$ cat config.mk
export PLATFORM = sky130hd
export DESIGN_NAME = aes_mem_loader
export DESIGN_NICKNAME = d
export VERILOG_FILES = /design/src/rtl/aes_mem_loader.sv
export SDC_FILE = /design/constraint.sdc
export NUM_CORES = 1
export LEC_CHECK = 0
export ABC_AREA = 1
export CORE_UTILIZATION = 35
export CTS_BUF_LIST = sky130_fd_sc_hd__clkbuf_4
export CTS_CLUSTER_DIAMETER = 40
export CTS_CLUSTER_SIZE = 40
export DETAILED_ROUTE_END_ITERATION = 7
export PLACE_DENSITY = 0.62
export SYNTH_ARGS = -nofsm -noshare
export SYNTH_HDL_FRONTEND = slang
export SYNTH_SLANG_ARGS = --single-unit
$ cat constraint.sdc
create_clock -name clk_in -period 1.55 [get_ports clk_in]
set_input_delay 0.155 -clock clk_in [delete_from_list [all_inputs] [get_ports clk_in]]
set_output_delay 0.155 -clock clk_in [all_outputs]
set_load 0.02 [all_outputs]
$ cat src/rtl/aes_mem_loader.sv
// aes_mem_loader: packs a valid/ready byte stream little-endian into 32-bit
// memory words, zero-pads the final partial word and appends a terminator word.
module aes_mem_loader #(
  parameter logic [9:0]  BASE_ADDR  = 10'd0,
  parameter int          MAX_WORDS  = 256,
  parameter logic [31:0] TERMINATOR = 32'hDEADBEEF
) (
  input  logic        clk_in,
  input  logic        rst_in,
  input  logic        start_in,
  input  logic        byte_valid_in,
  input  logic [7:0]  byte_in,
  input  logic        byte_last_in,
  output logic        byte_ready_out,
  output logic [9:0]  aes_mem_wr_addr_out,
  output logic [31:0] aes_mem_data_out,
  output logic [3:0]  aes_mem_we_out,
  output logic [10:0] byte_count_out,
  output logic        busy_out,
  output logic        done_out,
  output logic        trunc_out
);

  typedef enum logic [2:0] {
    IDLE = 3'd0,
    LOAD = 3'd1,
    PAD  = 3'd2,
    TERM = 3'd3,
    DONE = 3'd4
  } state_t;

  localparam logic [9:0] LAST_WORD = 10'(MAX_WORDS - 1);

  state_t      state;
  state_t      state_next;
  logic [1:0]  lane;       // next byte lane within the current word
  logic [9:0]  word;       // word offset from BASE_ADDR of the current word
  logic        handshake;
  logic        at_cap;     // current byte is the last one that fits the region

  assign byte_ready_out = (state == LOAD);
  assign busy_out       = (state == LOAD) || (state == PAD) || (state == TERM);
  assign handshake      = byte_ready_out && byte_valid_in;
  assign at_cap         = (word == LAST_WORD) && (lane == 2'd3);

  // State register.
  always_ff @(posedge clk_in or negedge rst_in) begin
    if (!rst_in) begin
      state <= IDLE;
    end else begin
      state <= state_next;
    end
  end

  // Next-state decode: a last byte on a partial word detours through PAD;
  // filling the region without a last byte jumps straight to TERM.
  always_comb begin
    state_next = state;
    case (state)
      IDLE, DONE: begin
        if (start_in) begin
          state_next = LOAD;
        end else begin
          state_next = state;
        end
      end
      LOAD: begin
        if (handshake) begin
          if (byte_last_in) begin
            state_next = (lane == 2'd3) ? TERM : PAD;
          end else if (at_cap) begin
            state_next = TERM;
          end else begin
            state_next = LOAD;
          end
        end else begin
          state_next = LOAD;
        end
      end
      PAD:     state_next = TERM;
      TERM:    state_next = DONE;
      default: state_next = IDLE;
    endcase
  end

  // Datapath: registered memory write port, lane/word counters and status flags.
  // Write enable defaults to 0 each cycle; address and data hold between writes.
  always_ff @(posedge clk_in or negedge rst_in) begin
    if (!rst_in) begin
      lane                <= 2'd0;
      word                <= 10'd0;
      byte_count_out      <= 11'd0;
      aes_mem_wr_addr_out <= 10'd0;
      aes_mem_data_out    <= 32'd0;
      aes_mem_we_out      <= 4'd0;
      done_out            <= 1'b0;
      trunc_out           <= 1'b0;
    end else begin
      aes_mem_we_out <= 4'd0;
      case (state)
        IDLE, DONE: begin
          if (start_in) begin
            lane           <= 2'd0;
            word           <= 10'd0;
            byte_count_out <= 11'd0;
            done_out       <= 1'b0;
            trunc_out      <= 1'b0;
          end else if (state == DONE) begin
            done_out <= 1'b1;
          end else begin
            done_out <= done_out;
          end
        end
        LOAD: begin
          if (handshake) begin
            aes_mem_wr_addr_out <= BASE_ADDR + word;
            aes_mem_data_out    <= {4{byte_in}};
            aes_mem_we_out      <= 4'b0001 << lane;
            lane                <= lane + 2'd1;
            byte_count_out      <= byte_count_out + 11'd1;
            if (lane == 2'd3) begin
              word <= word + 10'd1;
            end else begin
              word <= word;
            end
            if (at_cap && !byte_last_in) begin
              trunc_out <= 1'b1;
            end else begin
              trunc_out <= trunc_out;
            end
          end else begin
            lane <= lane;
          end
        end
        PAD: begin
          // lane already points one past the last written byte lane
          aes_mem_wr_addr_out <= BASE_ADDR + word;
          aes_mem_data_out    <= 32'd0;
          aes_mem_we_out      <= 4'b1111 << lane;
          word                <= word + 10'd1;
        end
        TERM: begin
          aes_mem_wr_addr_out <= BASE_ADDR + word;
          aes_mem_data_out    <= TERMINATOR;
          aes_mem_we_out      <= 4'b1111;
        end
        default: begin
          aes_mem_we_out <= 4'd0;
        end
      endcase
    end
  end

endmodule

==> results.tsv, run 1 <==
metric	value	unit
register area share after synthesis	0.479	
Port Buffers	73	
MaxCap Viol Count	0	
RSZ-0062 raised after global routing	yes	
Final min period	1490	ps
vias post-DR	2516	
largest net degree at the start of global routing	27	
IO Count	74	
pwr dens	1990	nW/um2
Final Hold Vio Count	0	
Routed WL	6640	um
sequential cell fraction of total power	0.279	
routed vias/inst	4.73	
clk_skew	8.56	ps
Slowest-stage cell, CP	clkdlybuf4s50_1	
Int Pwr	4340	uW
cell count after synthesis	351	
clock root cell	clkbuf_4	
critical path peak fanout	2	
post-route ant nets	0	
final setup vio count	0	
Nets	448	
Placed Area	3760	um2
Syn. warnings	0	
Required @ worst endpoint	1390	ps
dpl hpwl	4980	um
reported net switching power	3510	uW
CP Class	flip-flop to output port	
vias in the first global route	2359	
worst min path class	input port to async pin	
die width	92.6	um
initial antenna violation count	0	
CTS max path bufs	2	
Lkg Pwr	0.00213	uW
drt pass-1 iters	4	
Overall Power	7850	uW
design area	3950	um2
Avg Inst Size Synth	8.19	um2
max_slew headroom	0.669	
reg-to-reg endpoint	byte_count_out[5]	
Clock Power Share	0.097	
DRC viols	0	
CP Depth	1	
share of cells above drive strength 1	0.142	
initial core utilization	0.366	
DR WL/cell	12.5	um
WP data arrival	1340	ps
switching share of total power	0.447	
Worst Setup SP	aes_mem_wr_addr_out[6]	
Global Route Usage Sum	0.162	
gr ovfl total	0	
setup_tns	0	ps
Seq cells post-synth	55	
CP startpoint kind	flip-flop	
CP Capture Type	output port	
CTS tree	yes	
first-pass GRT wire length	11300	um
CP peak stage delay	600	ps
CTS Sinks	55	
Peak Freq	0.670	GHz
1st-iter DRT viols	198	
core area	7850	um2
row cnt	32	
Worst Tran Pin Value	497	ps
ANT cells	0	
routability cong.	0.820	
Worst R2R Setup Slack	70	ps
Max H-tree Level	2	
status	complete, no violations	
Max VDD drop	0.000794	V
Slew Limit Fails	0	
CP cell instances	clkdlybuf4s50_1	
Worst path top cell family by delay	buffers and inverters	
Layout area overhead	37.3	%
Reg clk slew, reported paths	150	ps
CTS Buf Count	5	
Combinational Power Share	0.625	
mapped cell area	2870	um2
Synth cell types	30	
Clk Latency, worst-skew pair	360	ps
FF-to-FF path depth	7	
Die Span Y	92.6	um
Worst Setup EP	aes_mem_wr_addr_out[6]	
WP buf/inv	1	
Post-Syn Nets	370	
reg-to-reg startpoint	state[0]	
full die area	8580	um2
final hold slack	264	ps
Tcrit/Tclk final	0.963	
Util after Layout	0.503	
registers in the layout (all words and copies together), names as in the netlist:
name	cells
lane	2
trunc_out	1
word	10
aes_mem_wr_addr_out	10
byte_count_out	11
aes_mem_we_out	4
state	3
done_out	1
aes_mem_data_out	13
layout by cell type (no fill, tap or decap), types with 5 or more instances in the layout:
cell,instances
a21oi_1,12
a31oi_1,5
buf_12,6
buf_4,17
clkbuf_4,5
clkdlybuf4s50_1,16
dfrtp_1,53
dlygate4sd2_1,34
dlymetal6s2s_1,20
ha_1,6
inv_1,26
nand2_1,79
nand3_1,37
nand4_1,8
nor2_1,32
o21ai_0,12
o21ai_1,17
per-layer routing:
metal  track usage  routed length [um]
met1         0.221                3150
met5             0                   0
met3        0.0181                 289
met2         0.270                3120
met4        0.0526                  88
cells by family (layout without fill, tap and decap cells):
group / after synthesis / in the layout / share of synthesized area
AOI/OAI and AO/OA: 59 / 59 / 0.118
xor gates and xnor gates: 1 / 1 / 0.00305
adders and majority gates: 6 / 6 / 0.0261
buffers and inverters: 61 / 140 / 0.117
DFF: 55 / 55 / 0.479
and+or+nand+nor: 169 / 169 / 0.257
synth_stat cells:
cell type / number / share of area
ha_1: 6 / 0.026
nand2_1: 81 / 0.11
buf_2: 4 / 0.0070
o21ai_0: 12 / 0.021
a21oi_2: 2 / 0.0061
inv_2: 4 / 0.0052
xnor2_1: 1 / 0.0030
o31ai_1: 1 / 0.0026
buf_6: 2 / 0.0078
a21oi_1: 13 / 0.023
nor3_4: 1 / 0.0057
nand3b_1: 1 / 0.0026
dfrtp_1: 55 / 0.48
or2_2: 3 / 0.0065
nand4_1: 8 / 0.017
o21ai_1: 17 / 0.030
buf_1: 1 / 0.0013
inv_1: 27 / 0.035
nor2_2: 1 / 0.0022
nor2_1: 34 / 0.044
a31oi_1: 5 / 0.011
o211ai_1: 2 / 0.0052
buf_4: 23 / 0.060
o21ai_2: 1 / 0.0030
o21bai_1: 4 / 0.010
nand2_4: 1 / 0.0039
nand2_2: 2 / 0.0044
nand3_1: 37 / 0.064
a21o_1: 1 / 0.0026
a21boi_2: 1 / 0.0039
per-stage QoR:
| step | setup WS, ps | instances |
|---|---|---|
| floorplan | 57.6 | 351 |
| global placement | 57.2 | 519 |
| detailed placement | 36.1 | 519 |
| CTS | -47.7 | 528 |
| global route | -49.1 | 532 |
| finish | 56.8 | 532 |
power by group through the flow:
stage / Combinational, uW / Sequential [uW] / Clock (uW)
final: 4900 / 2190 / 757
after detailed placement: 4820 / 2230 / 0
after CTS: 4610 / 2190 / 800
after floorplan: 2530 / 2610 / 0
after global placement: 4780 / 2210 / 0
after global routing: 5330 / 2260 / 848
what timing repair did:
item / 4_1_cts / 5_1_grt
pin swaps: 0 / 3
endpoints found under the hold margin: 18 / 0
setup endpoints to repair: 38 / 47
cloned: 0 / 1
hold buffers: 1 / 0
setup buffers: 0 / 3
gates resized for setup: 42 / 38
cell type report:
cell class | instances | area [um2]
inverter | 31 | 119
multi-input combinational | 235 | 1200
clock buffer | 5 | 37.5
sequential | 55 | 1380
tap | 102 | 128
clock inverter | 3 | 38.8
timing repair buffer | 101 | 1050
fill | 785 | 3900
how the worst min path moves through the flow:
stage                       from                endpoint  slack (ps)
final                     rst_in  aes_mem_wr_addr_out[2]         260
after CTS                 rst_in  aes_mem_wr_addr_out[0]         270
after global routing      rst_in  aes_mem_wr_addr_out[2]         300
after global placement    rst_in  aes_mem_wr_addr_out[0]         150
after floorplan           rst_in    aes_mem_data_out[16]        -140
after detailed placement  rst_in  aes_mem_wr_addr_out[0]         150
Note: power is estimated with default switching activity, not from simulation.
==> inputs of run 2 (changes only) <==
CTS_BUF_LIST = sky130_fd_sc_hd__clkbuf_8   (was sky130_fd_sc_hd__clkbuf_4)
==> results.tsv, run 2 (synthesis gave the netlist of run 1 again) <==
metric	value	unit
status	complete, no violations	
Slowest-stage cell, CP	clkdlybuf4s50_1	
vias in the first global route	2356	
clk_skew	8.34	ps
initial core utilization	0.366	
dpl hpwl	4980	um
MaxCap Viol Count	0	
CP Class	flip-flop to output port	
WP data arrival	1340	ps
Reg clk slew, reported paths	90	ps
CP startpoint kind	flip-flop	
Overall Power	8490	uW
final setup vio count	0	
max_slew headroom	0.668	
vias post-DR	2544	
Final min period	1490	ps
CTS tree	yes	
Tcrit/Tclk final	0.962	
Nets	449	
Required @ worst endpoint	1390	ps
ANT cells	0	
1st-iter DRT viols	168	
core area	7850	um2
most frequent cells in the layout	78 x nand2_1, 55 x dfrtp_1, 54 x clkdlybuf4s50_1	
Peak Freq	0.671	GHz
CTS max path bufs	2	
DR WL/cell	12.9	um
Layout area overhead	40.0	%
Biggest register	aes_mem_data_out	
Worst path top cell family by delay	buffers and inverters	
Worst R2R Setup Slack	60	ps
first-pass GRT wire length	11200	um
CP Capture Type	output port	
drt pass-1 iters	4	
routability cong.	0.820	
CTS Sinks	55	
Final Hold Vio Count	0	
final hold slack	341	ps
share of cells above drive strength 1	0.155	
die width	92.6	um
Inst Count DP	519	
routed vias/inst	4.77	
reported net switching power	3620	uW
row cnt	32	
critical path peak fanout	5	
Max VDD drop	0.000916	V
Combinational Power Share	0.627	
Max H-tree Level	2	
post-route ant nets	0	
Global Route Usage Sum	0.163	
reg-to-reg startpoint	state[1]	
FF-to-FF path depth	8	
pwr dens	2110	nW/um2
full die area	8580	um2
registers with the most flip-flops	aes_mem_data_out (13), byte_count_out (11)	
Worst Tran Pin Value	498	ps
CP cell instances	clkdlybuf4s50_1	
sequential cell fraction of total power	0.259	
Slew Limit Fails	0	
switching share of total power	0.427	
WP buf/inv	1	
largest net degree at the start of global routing	27	
Port Buffers	73	
CP peak stage delay	630	ps
Die Span Y	92.6	um
Clk Latency, worst-skew pair	300	ps
gr ovfl total	0	
commonest non-fill, non-tap cell in the layout	nand2_1	
worst min path class	input port to async pin	
initial antenna violation count	0	
Clock Power Share	0.114	
Lkg Pwr	0.00196	uW
IO Count	74	
CTS Buf Count	5	
number of flip-flops under the largest register name	13	
Non-Filler Instances	533	
clock root cell	clkbuf_8	
DRC viols	0	
reg-to-reg endpoint	word[7]	
Int Pwr	4870	uW
Routed WL	6860	um
==> run 2: changes by cell type in the layout (fill, tap and decap cells not counted), sizes merged <==
| cell | before | now |
|---|---|---|
| clkdlybuf4s50 | 16 | 54 |
| dlygate4sd2 | 34 | 7 |
| dlymetal6s2s | 20 | 9 |
| clkbuf | 6 | 9 |
| buf | 29 | 28 |
| clkinv | 2 | 1 |
==> run 2: worst max-delay path by stage <==
stage | to | cells after the start | startpoint
after floorplan | byte_count_out[4] | 6 | byte_count_out[0]
after global placement | byte_ready_out | 2 | state[1]
after detailed placement | byte_ready_out | 2 | state[1]
after CTS | busy_out | 3 | state[1]
after global routing | word[3] | 10 | state[2]
final | aes_mem_data_out[31] | 1 | aes_mem_data_out[23]
==> run 2: metal layers <==
metal | up-vias | wire, um | GRT usage | part of all wire
met4 | 0 | 80 | 0.0474 | 0.012
met2 | 72 | 3360 | 0.274 | 0.49
met5 | - | 0 | 0 | 0
li1 | 1293 | - | - | -
met1 | 1173 | 3110 | 0.219 | 0.45
met3 | 6 | 306 | 0.0222 | 0.045
==> run 2: metrics by stage <==
step	worst slack [ps]	util	area [um2]	setup TNS [ps]
global route	-19.3	0.513	4020	-50.2
detailed placement	36.1	0.479	3760	0
CTS	0.552	0.494	3870	0
floorplan	57.6	-	2870	0
finish	59.3	0.513	4020	0
global placement	57.2	0.479	3760	0
==> run 2: power by group through the flow <==
stage	Clock (uW)	Combinational, uW	Sequential (uW)
2_1_floorplan	0	2530	2610
3_3_place_gp	0	4780	2210
3_5_place_dp	0	4820	2230
4_1_cts	1010	4780	2200
5_1_grt	1060	5760	2270
6_report	970	5320	2200
==> run 2: final cells by class <==
type	instances	area [um2]
inverters	31	119
clock inverters	2	35.0
multi-input cells	235	1220
clock buffers	6	82.6
repair buffers	102	1070
well taps	102	128
flip-flops and latches	55	1380
fillers	773	3820
==> run 2: timing repair <==
action	in CTS	in global routing
endpoints found under the hold margin	18	0
endpoints found under the setup margin	9	36
setup buffers	0	2
pin swaps	0	2
cloned	0	3
resized for setup	10	31
hold buffers	1	0
==> inputs of run 3 (changes only) <==
PLACE_DENSITY = default   (was 0.62)
==> results.tsv, run 3 (synthesis gave the netlist of run 1 again) <==
metric	value	unit
number of flip-flops under the largest register name	13	
FF-to-FF path depth	7	
final setup vio count	0	
CP startpoint kind	flip-flop	
commonest non-fill, non-tap cell in the layout	nand2_1	
post-route ant nets	0	
Final min period	1520	ps
most frequent cells in the layout	80 x nand2_1, 55 x dfrtp_1, 55 x clkdlybuf4s50_1	
core area	7850	um2
1st-iter DRT viols	109	
clk_skew	5.49	ps
CP Class	flip-flop to output port	
row cnt	32	
pwr dens	2010	nW/um2
grt met1 use	0.214	
design area	3860	um2
Max H-tree Level	2	
MaxCap Viol Count	0	
Global Route Usage Sum	0.162	
DR WL/cell	12.4	um
routability cong.	0.823	
DRC viols	0	
Required @ worst endpoint	1390	ps
IO Count	74	
CTS tree	yes	
routed vias/inst	4.64	
Biggest register	aes_mem_data_out	
Die Span Y	92.6	um
die width	92.6	um
critical path peak fanout	3	
GR peak layer	met2	
grt met3 use	0.0271	
Util after Layout	0.492	
dpl hpwl	4930	um
worst min path class	input port to async pin	
Non-Filler Instances	527	
status	complete, no violations	
Reg clk slew, reported paths	90	ps
final hold slack	273	ps
first-pass GRT wire length	10900	um
vias post-DR	2444	
WP data arrival	1370	ps
Slew Limit Fails	0	
full die area	8580	um2
Worst Tran Pin Value	342	ps
Routed WL	6550	um
pre-CTS worst setup slack	69.1	ps
Inst Count DP	518	
share of cells above drive strength 1	0.120	
Max VDD drop	0.000848	V
gr ovfl total	0	
clock root cell	clkbuf_8	
Placed Area	3750	um2
CTS Buf Count	5	
Clk Latency, worst-skew pair	300	ps
vias in the first global route	2296	
Layout area overhead	34.4	%
CTS Sinks	55	
largest net degree at the start of global routing	44	
met2 usage	0.269	
drt pass-1 iters	4	
Port Buffers	73	
post-CTS setup repair buffer count	0	
Lkg Pwr	0.00189	uW
initial core utilization	0.366	
RSZ-0062 raised after global routing	yes	
final worst slack	29.9	ps
initial antenna violation count	0	
Peak Freq	0.658	GHz
ANT cells	0	
CP Capture Type	output port	
max_slew headroom	0.771	
registers with the most flip-flops	aes_mem_data_out (13), byte_count_out (11)	
Final Hold Vio Count	0	
CTS max path bufs	2	
Nets	443	
Tcrit/Tclk final	0.981	
==> run 3: per-stage QoR <==
step	total power [uW]	TNS [ps]
2_1_floorplan	5140	0
3_3_place_gp	7040	0
3_5_place_dp	7110	0
4_1_cts	7820	0
5_1_grt	8340	-628
6_report	7760	0
==> run 3: layout make-up <==
cell class / count / area, um2
Fill cell: 789 / 3990
Sequential cell: 55 / 1380
Multi-Input combinational cell: 235 / 1180
Timing Repair Buffer: 96 / 985
Tap cell: 102 / 128
Inverter: 31 / 116
Clock buffer: 5 / 68.8
Clock inverter: 3 / 12.5
==> run 3: path summary, 6_finish.rpt <==
path | startpoint | endpoint | slack, ps
min in group clk_in | byte_in[0] | aes_mem_data_out[24] | 440
worst max register to register | state[1] | aes_mem_data_out[21] | 60
worst min register to register | trunc_out | trunc_out | 500
max in group asynchronous | rst_in | aes_mem_data_out[30] | 760
worst min-delay path | rst_in | word[8] | 270
worst max-delay path | state[1] | byte_ready_out | 30
==> run 3: what timing repair did <==
item | in CTS | in global routing
endpoints found under the setup margin | 8 | 45
gates resized for setup | 8 | 16
endpoints found under the hold margin | 12 | 0
hold buffers | 1 | 0
==> run 3: routing by layer <==
layer | vias to the layer above | part of all wire
li1 | 1276 | -
met4 | 0 | 0.0092
met3 | 2 | 0.035
met5 | - | 0
met2 | 50 | 0.49
met1 | 1116 | 0.47
==> run 3: power by group <==
group | switching [uW] | leakage, uW | internal (uW) | total [uW]
sequential | 338 | 0.000714 | 1870 | 2200
combinational | 2660 | 0.00113 | 2150 | 4810
clock | 437 | 0.0000505 | 305 | 742
==> run 3: worst max-delay path, stage by stage, from the launching register on <==
cell,delay [ps]
dfrtp_1,440
nor3_4,260
dlygate4sd2_1,360
